### config.mk
export PLATFORM = sky130hd
export DESIGN_NAME = uart_rx
export DESIGN_NICKNAME = d
export VERILOG_FILES = /design/src/rtl/uart_rx.sv
export SDC_FILE = /design/constraint.sdc
export NUM_CORES = 1
export LEC_CHECK = 0
export ABC_AREA = 1
export CAP_MARGIN = 20
export CORE_MARGIN = 2
export CORE_UTILIZATION = 61
export DETAILED_ROUTE_END_ITERATION = 12
export PLACE_DENSITY = 0.83
export SLEW_MARGIN = 10
export SYNTH_ARGS = -nofsm -noshare
export SYNTH_HDL_FRONTEND = slang
export SYNTH_SLANG_ARGS = --single-unit
### constraint.sdc
create_clock -name clk -period 4.67 [get_ports clk]
set_input_delay 0.7005 -clock clk [delete_from_list [all_inputs] [get_ports clk]]
set_output_delay 0.7005 -clock clk [all_outputs]
set_load 0.01 [all_outputs]
### src/rtl/uart_rx.sv
// 8N1 UART receiver: mid-bit sampling, LSB first, one-entry stream output register
// with single-cycle framing-error and overrun pulses.
module uart_rx #(
    parameter int clk_rate = 100000000,
    parameter int Baud     = 115200,
    parameter int Word_len = 8
) (
    input  logic                clk,
    input  logic                rst,
    input  logic                Uart_rx,
    output logic [Word_len-1:0] rx_data,
    output logic                rx_data_valid,
    input  logic                rx_data_ready,
    output logic                rx_frame_err,
    output logic                rx_overrun
);

    localparam int DIV  = clk_rate / Baud;
    localparam int HALF = DIV / 2;
    localparam int CW   = $clog2(DIV) + 1;
    localparam int BW   = $clog2(Word_len + 1);

    localparam logic [CW-1:0] DIV_M1  = CW'(DIV - 1);
    localparam logic [CW-1:0] HALF_M1 = CW'(HALF - 1);
    localparam logic [BW-1:0] LAST_BIT = BW'(Word_len - 1);

    localparam logic [1:0] IDLE  = 2'd0;
    localparam logic [1:0] START = 2'd1;
    localparam logic [1:0] DATA  = 2'd2;
    localparam logic [1:0] STOP  = 2'd3;

    logic [1:0]          state;
    logic [CW-1:0]       cnt;
    logic [BW-1:0]       bit_cnt;
    logic [Word_len-1:0] shreg;
    logic                rx_m, rx_s, rx_p;

    logic stop_tick, load, accept;

    // Synchronizer and edge-detect flops reset to the idle-high line level so
    // leaving reset never looks like a falling edge.
    always_ff @(posedge clk or posedge rst) begin
        if (rst) begin
            rx_m <= 1'b1;
            rx_s <= 1'b1;
            rx_p <= 1'b1;
        end else begin
            // NOTE: non-blocking assignments make each flop capture the previous
            // stage's old value, which is what turns these lines into a shift chain.
            rx_m <= Uart_rx;
            rx_s <= rx_m;
            rx_p <= rx_s;
        end
    end

    always_ff @(posedge clk or posedge rst) begin
        if (rst) begin
            state   <= IDLE;
            cnt     <= '0;
            bit_cnt <= '0;
            shreg   <= '0;
        end else begin
            case (state)
                IDLE: begin
                    cnt     <= '0;
                    bit_cnt <= '0;
                    if (!rx_s && rx_p) state <= START;
                end
                START: begin
                    if (cnt == HALF_M1) begin
                        cnt   <= '0;
                        state <= rx_s ? IDLE : DATA;
                    end else begin
                        cnt <= cnt + 1'b1;
                    end
                end
                DATA: begin
                    if (cnt == DIV_M1) begin
                        cnt   <= '0;
                        shreg <= {rx_s, shreg[Word_len-1:1]};
                        if (bit_cnt == LAST_BIT) begin
                            bit_cnt <= '0;
                            state   <= STOP;
                        end else begin
                            bit_cnt <= bit_cnt + 1'b1;
                        end
                    end else begin
                        cnt <= cnt + 1'b1;
                    end
                end
                default: begin
                    // Returning to IDLE at mid-stop leaves half a bit to catch the next start edge.
                    if (cnt == DIV_M1) begin
                        cnt   <= '0;
                        state <= IDLE;
                    end else begin
                        cnt <= cnt + 1'b1;
                    end
                end
            endcase
        end
    end

    assign stop_tick = (state == STOP) && (cnt == DIV_M1);
    assign accept    = rx_data_valid && rx_data_ready;
    assign load      = stop_tick && rx_s && (!rx_data_valid || rx_data_ready);

    always_ff @(posedge clk or posedge rst) begin
        if (rst) begin
            rx_data       <= '0;
            rx_data_valid <= 1'b0;
            rx_frame_err  <= 1'b0;
            rx_overrun    <= 1'b0;
        end else begin
            rx_frame_err <= stop_tick && !rx_s;
            rx_overrun   <= stop_tick && rx_s && rx_data_valid && !rx_data_ready;
            if (load) begin
                rx_data       <= shreg;
                rx_data_valid <= 1'b1;
            end else if (accept) begin
                rx_data_valid <= 1'b0;
            end
        end
    end

endmodule

== After elaboration in Yosys (flattened, before gate mapping) ==
Index checks and enable logic that the tools add are counted.

* Reduce and logical (&&, ||, !) cells: 19
* Multiplexer cells: 15
* $add $sub $neg: 2
* $mul: 0
* Shift operators: 0
* Bitwise operators: 0
* Equality and inequality tests: 10
* Divide/modulo/power cells: 0
* Order comparisons: 0

{| class="wikitable"
|+ Operators by type and width
! kind !! number
|-
| 11-bit two-way mux || 2
|-
| 11-bit case mux with 2 select lines || 1
|-
| 2-bit two-way mux || 6
|-
| 11-bit by 1-bit adder with 11-bit output (second input constant) || 1
|-
| 11-bit by 10-bit == test with 1-bit output (second input constant) || 1
|-
| 11-bit by 9-bit == test with 1-bit output (second input constant) || 1
|-
| 1-bit logical AND || 8
|-
| 4-bit two-way mux || 2
|-
| 2-bit != test (second input constant) || 4
|-
| 4-bit case mux with 2 select lines || 1
|-
| 2-bit case mux with 3 select lines || 1
|-
| 5-bit AND reduction || 1
|-
| 4-bit by 1-bit adder with 4-bit output (second input constant) || 1
|-
| 2-bit == test (second input constant) || 2
|-
| 4-bit by 3-bit == test with 1-bit output (second input constant) || 1
|-
| 2-bit AND reduction || 2
|-
| 2-bit nonzero test || 2
|-
| 1-bit zero test || 3
|-
| 3-bit nonzero test || 1
|-
| 2-bit by 1-bit == test with 1-bit output (second input constant) || 1
|-
| 2-bit zero test || 1
|-
| 1-bit two-way mux || 2
|-
| 1-bit logical OR || 1
|}

* Bits in registers: 39
* Bits in latches: 0
* ROM bits: 0
* Memory bits (writable): 0
* Input port bits: 4
* Output and inout port bits: 11
* Word-level logic and storage cells: 57
* Memories: 0

== Depth between registers and ports, before layout ==
Gate-level depths: netlist of the first run.

* Depth in word-level cells: 5
* Mapped depth: 11
* Gate-level depth less buffers: 11

== Worst setup path after synthesis of the first run ==
Ideal clock, no wire load.

* Kind: register to register
* Start point: reg cnt[0]
* End point: reg rx_data[1]
* Path buffers: 1
* Arrival: 1.373 ns
* Setup slack: 3.180 ns
* Stages on the path, launching flop included: 10
* Period minus slack after synthesis: 1.490 ns
* Setup time: 0.117 ns
* Cells stage by stage: dfrtp_1 ha_1 nand2_1 nor2_2 nand3_4 nor2_4 nand3_4 buf_6 nand2_2 o21ai_2

* Cells in the longest elaborated chain, start to end: 4

{| class="wikitable"
|+ RTL lines
! item !! RTL line !! text
|-
| start, declared || 33 || <nowiki>logic [CW-1:0] cnt;</nowiki>
|-
| start signal, assigned || 74 || <nowiki>cnt <= cnt + 1'b1;</nowiki>
|-
| start signal, assigned || 88 || <nowiki>cnt <= cnt + 1'b1;</nowiki>
|-
| start signal, assigned || 97 || <nowiki>cnt <= cnt + 1'b1;</nowiki>
|-
| 11-bit by 10-bit == test with 1-bit output || 104 || <nowiki>assign stop_tick = (state == STOP) && (cnt == DIV_M1);</nowiki>
|-
| 1-bit logical AND || 104 ||
|-
| 1-bit logical AND (2 in series) || 106 || <nowiki>assign load = stop_tick && rx_s && (!rx_data_valid || rx_data_ready);</nowiki>
|-
| end signal, assigned || 118 || <nowiki>rx_data <= shreg;</nowiki>
|-
| end, declared || 11 || <nowiki>output logic [Word_len-1:0] rx_data,</nowiki>
|}

No other way between the ends.
A chain may end at the register's enable or synchronous reset.

== Worst setup path in the final report of the first run ==
* Start point: reg rx_data[0]
* End point: out rx_data[0]

No word-level cell between the ends.

==> results of run 1 <==
[metrics by stage]
stage                     power, W  setup WS [ns]
final                     0.000812           2.68
after detailed placement  0.000589           2.78
after CTS                 0.000818           2.66
after global routing      0.000861           2.63
after global placement    0.000580           2.82
after floorplan           0.000553           3.09
[cell families (layout without fill, tap and decap cells)]
group                    Yosys count  in the layout  share of synthesized area, %
AND/OR/NAND/NOR                   91             91                          23.4
flip-flops                        39             39                          54.8
buffers and inverters             31             52                          7.34
AO/OA/AOI/OAI                     26             26                          9.51
XOR/XNOR                           6              6                          2.94
adder cells (fa/ha/maj)            3              3                          2.10
[layout make-up]
cell class	instances	area share, %
Clock buffer	5	1.85
Clock inverter	3	2.15
Inverter	29	5.35
Multi-Input combinational cell	126	33.3
Sequential cell	39	48.2
Tap cell	31	1.91
Timing Repair Buffer	15	7.26
[placed cells by master, fill, tap and decap left out, drive strengths merged]
cell type / n
nand2: 54
dfrtp: 36
inv: 29
nor2: 22
o21ai: 19
clkdlybuf4s50: 14
nand3: 11
clkbuf: 5
xor2: 4
a21oi: 3
nor3: 3
ha: 3
dfstp: 3
o31ai: 2
xnor2: 2
clkinv: 2
nand3b: 1
o21bai: 1
a21boi: 1
bufinv: 1
buf: 1
[registers in the layout, indices dropped and copies added (netlist names)]
register       flops
rx_overrun         1
rx_p               1
bit_cnt            4
rx_data            8
rx_data_valid      1
rx_m               1
rx_s               1
state              2
cnt               11
rx_frame_err       1
shreg              8
[final timing paths]
kind,start,end,slack [ns],cells after the start
setup / recovery,rx_data[0],rx_data[0],2.68,1
hold / removal,rx_m,rx_s,0.37,0
setup reg to reg,cnt[0],rx_data[5],2.96,8
hold reg to reg,rx_m,rx_s,0.37,0
max in group asynchronous,rst,rx_m,3.54,3
min in group asynchronous,rst,rx_data[2],0.77,3
[power groups by stage]
stage	combinational, W	clock, W	sequential (W)
2_1_floorplan	0.000136	0	0.000417
3_3_place_gp	0.000156	0	0.000423
3_5_place_dp	0.000163	0	0.000426
4_1_cts	0.000167	0.000230	0.000421
5_1_grt	0.000190	0.000243	0.000427
6_report	0.000165	0.000226	0.000422
[routing by layer]
metal / part of all wire, % / vias up / global-route usage [%]
met4: 0.93 / 0 / 7.97
met2: 52 / 20 / 37.8
met5: 0 / - / 0
met3: 3.3 / 3 / 6.70
met1: 44 / 606 / 26.8
li1: - / 652 / -
==> metrics, run 1 <==
total track usage=between 20 and 25%; Inst Count DP=240; endpoints failing hold=0; Setup Skew=0.00427 ns; grt total ovfl=0; Post-CTS Resized=0; CTS tree=done; Remaining DRCs=0; RSZ-0062 raised after global routing=no; starting density of the core=around 64%; Die Width=58.2 µm; synth top area cells=dfrtp_1, nand2_1, inv_1, dfstp_2, nor2_1; Synth cell types=24; IO buf count=14; first-pass GRT wire length=around 5600 µm; Storage cell area=980 µm²; dominant cell type by area after synthesis=dfrtp_1; sequential area share after synthesis=between 50 and 60%; CP Data Arrival Time=roughly 1.3 ns; Vias=1281; htree depth=2; post-synthesis async set-or-reset flop share=100%; buffer count from post-CTS setup fixing=0; FP Rows=19; FMAX=503 MHz; Sw Ratio=31.8%; final design utilization=between 70 and 80%; yosys warns=0; setup total negative slack=0 ns; largest net degree at the start of global routing=40; clock-pin slew on the worst setup and hold paths=between 0.1 and 0.15 ns; initial antenna violation count=0; Max Buffers Root-to-Sink=2; Crit-path slowest cell=clkdlybuf4s50_1; Post-synth top flop=dfrtp_1; Worst Path Buf+Inv=1; Slew @ Worst Pin=approximately 0.47 ns; Avg Vias per Cell=a little over 5; vias in the first global route=1313; Mapped Cells=196; # hold bufs at CTS=0; worst-path fanout max=2; Static Leak=0.954 nW; gpl congestion=0.927; drt first pass iters=4; Setup Crit Path Kind=flip-flop to output pin; # Max-Cap Violations=0; Period minus WS final=a little under 2 ns; Seq pwr share=approximately 52%; Startpoint Class=flip-flop; Comb power frac=roughly a fifth; Fin Hold WS=about 0.37 ns; Synth top area share=around half; run status=finished, final reports clean; post-route design area=approximately 2000 µm²; P_int=~0.00055 W; Finish-stage setup viols=0; family with the most delay on the worst path=buffers and inverters; EDFF count, synth=0; hold crit path type=flip-flop to flip-flop; synth cell count leaders=nand2_1, dfrtp_1, inv_1; Final Cycle Share=a little over two fifths; Worst Path Required=3.97 ns; Worst Setup End Kind=output pin; Syn-to-layout area delta=13.7%; die area=around 3400 µm²; #FFs+latches synth=39; WL/cell=12.5 µm; synthesized net count=203; number of antenna-violating nets in the routed design=0; fillers=205; DPL Wire Length=between 2000 and 2500 µm; Rel. slew slack=~70%; TritonCTS buffer count=5; die height=between 50 and 60 µm; Placement Cell Area=around 2000 µm²; CP peak stage delay=between 0.5 and 0.6 ns; Worst VDD drop=between 0.4 and 0.5 mV; Final Slew Violations=0; DRT Wirelength=3100 µm; clk root buf=clkbuf_4; footprint of the multi-input gates=approximately 680 µm²; worst skew pair latency=roughly 0.35 ns; CTS Sinks=39; Ant. Diodes=0; clock share of power=between 20% and 30%; Net Switching=roughly 0.00026 W; pwr/cell area=approximately 400 nW/µm²; Initial DRC Count=35; Layout Nets=roughly 220; share of cells above drive strength 1=between 10% and 20%; Core Area=about 2800 µm²; Syn Std Cell Area=1790 µm²; non-filler cells, final=248; CP cell instances=clkdlybuf4s50_1; total I/O pin count=15; count leader, synth=nand2_1; mean post-synth cell area=9.13 µm²
Power figures use the tool's default switching activity.
==> inputs of run 2 (changes only) <==
CORE_UTILIZATION = 51   (was 61)
PLACE_DENSITY = 0.74   (was 0.83)
clock period = 1.8 ns   (was 4.67 ns; I/O delays follow)
==> run 2 against run 1 <==
- combinational power rose to 2.6 times the previous value
- clock power rose to 2.7 times the previous value
- first-iteration DRC count up 20%
- die area up 18%
- utilization down 11 points
- via count up 0.16%
- global-route usage down 3.8 points
- sequential share of layout area down 1.1 points
- flip-flop and latch count unchanged
- critical path depth up 7
- largest cell class unchanged
- count of clock-buffer cells in the layout up 1
- sequential power rose to 2.6 times the previous value
- highest routed layer unchanged
==> metrics, run 2 (synthesized netlist as in run 1, its figures left out) <==
run status=finished, final reports clean; Startpoint Class=flip-flop; initial antenna violation count=0; CTS tree=done; endpoints failing hold=0; # Max-Cap Violations=0; Seq pwr share=between 50% and 60%; pwr/cell area=~1000 nW/µm²; Final Cycle Share=89.7%; die height=roughly 63 µm; Syn-to-layout area delta=16.4%; fillers=305; Worst Path Required=roughly 2 ns; IO buf count=14; CTS Sinks=39; max reg flops=11; gpl congestion=about 0.83; Setup Skew=just over 0.01 ns; Worst VDD drop=between 0.7 and 0.8 mV; Initial DRC Count=42; setup total negative slack=0 ns; DRT Wirelength=around 3100 µm; clock share of power=between 20% and 30%; Net Switching=approximately 0.00065 W; worst skew pair latency=approximately 0.35 ns; Avg Vias per Cell=roughly 4.9; most common cell after layout, fill and taps aside=nand2_1; Static Leak=between 0.9 and 1 nW; CP peak stage delay=about 0.40 ns; Storage cell area=between 900 and 1000 µm²; htree depth=2; Slew @ Worst Pin=around 0.47 ns; drt first pass iters=5; share of cells above drive strength 1=between 15 and 20%; worst-path fanout max=8; Remaining DRCs=0; TritonCTS buffer count=5; die area=~4000 µm²; Worst Setup End Kind=flip-flop; Top Registers=cnt (11), rx_data (8), shreg (8); CP cell instances=ha_1 -> nand2_1 -> nor2_2 -> nand3_4 -> nor2_4 -> nand3_4 -> nand2_1 -> o21ai_2; DPL Wire Length=2130 µm; Layout Nets=~220; Setup Crit Path Kind=flip-flop to flip-flop; starting density of the core=53.2%; RSZ-0062 raised after global routing=no; footprint of the multi-input gates=roughly 700 µm²; total track usage=a little under a fifth; grt total ovfl=0; Die Width=about 63 µm; Inst Count DP=approximately 260; Sw Ratio=between 30% and 40%; Ant. Diodes=0; Final Slew Violations=0; Crit-path slowest cell=dfrtp_1; FMAX=a little over 600 MHz; Max Buffers Root-to-Sink=2; family with the most delay on the worst path=simple AND/OR/NAND/NOR gates; most frequent cells in the layout=nand2_1, dfrtp_1, inv_1, nor2_1, clkdlybuf4s50_1; number of antenna-violating nets in the routed design=0; first-pass GRT wire length=approximately 5700 µm; Finish-stage setup viols=0; Comb power frac=between 20% and 30%; buffer count from post-CTS setup fixing=0; non-filler cells, final=roughly 260; Vias=~1300; FP Rows=21; hold crit path type=input port to async pin; CP Data Arrival Time=about 1.9 ns; Rel. slew slack=approximately 68%; clock-pin slew on the worst setup and hold paths=approximately 0.12 ns; Worst Path Buf+Inv=0; P_int=0.00147 W; total I/O pin count=15; clk root buf=clkbuf_4; Period minus WS final=~1.6 ns; largest net degree at the start of global routing=40; Core Area=between 3000 and 4000 µm²; WL/cell=11.8 µm; vias in the first global route=approximately 1300; Largest Register=cnt
-- run 2: worst reg2reg max path: cells and delay by family (launching register included) --
family,cells,cell delay (ns)
and+or+nand+nor,6,0.85
DFF,1,0.40
adders and majority gates,1,0.22
AOI/OAI and AO/OA,1,0.05
-- run 2: path summary, 6_finish.rpt --
path	startpoint	endpoint	slack, ns	cells past startpoint
max	cnt[0]	rx_data[5]	0.19	8
min	rst	cnt[4]	0.32	3
max reg2reg	cnt[0]	rx_data[5]	0.19	8
min reg2reg	rx_m	rx_s	0.36	0
max in group asynchronous	rst	rx_s	1.12	3
min in group clk	Uart_rx	rx_m	0.32	1
-- run 2: metrics by stage --
step / hold WS, ns / setup slack, ns / cell area [µm²] / total power, W / utilization [%]
after floorplan: 0.274 / 0.310 / 1790 / 0.00143 / -
after global placement: 0.348 / 0.200 / 1970 / 0.00151 / 58.6
after detailed placement: 0.348 / 0.127 / 1970 / 0.00153 / 58.6
after CTS: 0.310 / 0.121 / 2060 / 0.00215 / 61.2
after global routing: 0.312 / 0.0203 / 2080 / 0.00227 / 61.9
final: 0.318 / 0.186 / 2080 / 0.00213 / 61.9
-- run 2: area by class of cell --
cell class,instances,share of cell area [%]
flip-flops and latches,39,47.0
multi-input cells,127,33.6
repair buffers,15,7.09
inverters,29,5.35
well taps,46,2.76
clock buffers,6,2.46
clock inverters,2,1.68
-- run 2: layer usage --
metal | track usage, % | part of all wire (%) | wire length, µm | vias to the layer above
met2 | 31.0 | 49 | 1540 | 28
met5 | 0 | 0 | 0 | -
met3 | 6.07 | 4.4 | 137 | 6
met1 | 21.5 | 44 | 1380 | 583
met4 | 8.15 | 2.2 | 68 | 0
li1 | - | - | - | 666
-- run 2: timing repair --
| action | CTS | global route |
|---|---|---|
| gates resized for setup | 0 | 3 |
| hold buffers | 0 | 0 |
| endpoints found under the setup margin | 0 | 9 |
-- run 2: power by group through the flow --
| stage | Sequential, W | Combinational (W) | Clock, W |
|---|---|---|---|
| after floorplan | 0.00108 | 0.000352 | 0 |
| after global placement | 0.00109 | 0.000412 | 0 |
| after detailed placement | 0.00110 | 0.000427 | 0 |
| after CTS | 0.00109 | 0.000429 | 0.000630 |
| final | 0.00109 | 0.000428 | 0.000613 |
| after global routing | 0.00111 | 0.000502 | 0.000659 |
==> inputs of run 3 (changes only) <==
ABC_CLOCK_PERIOD_IN_PS = 1800   (was not set)
==> results of run 3 <==
Final layout, timing and power as in run 2 (identical DEF).
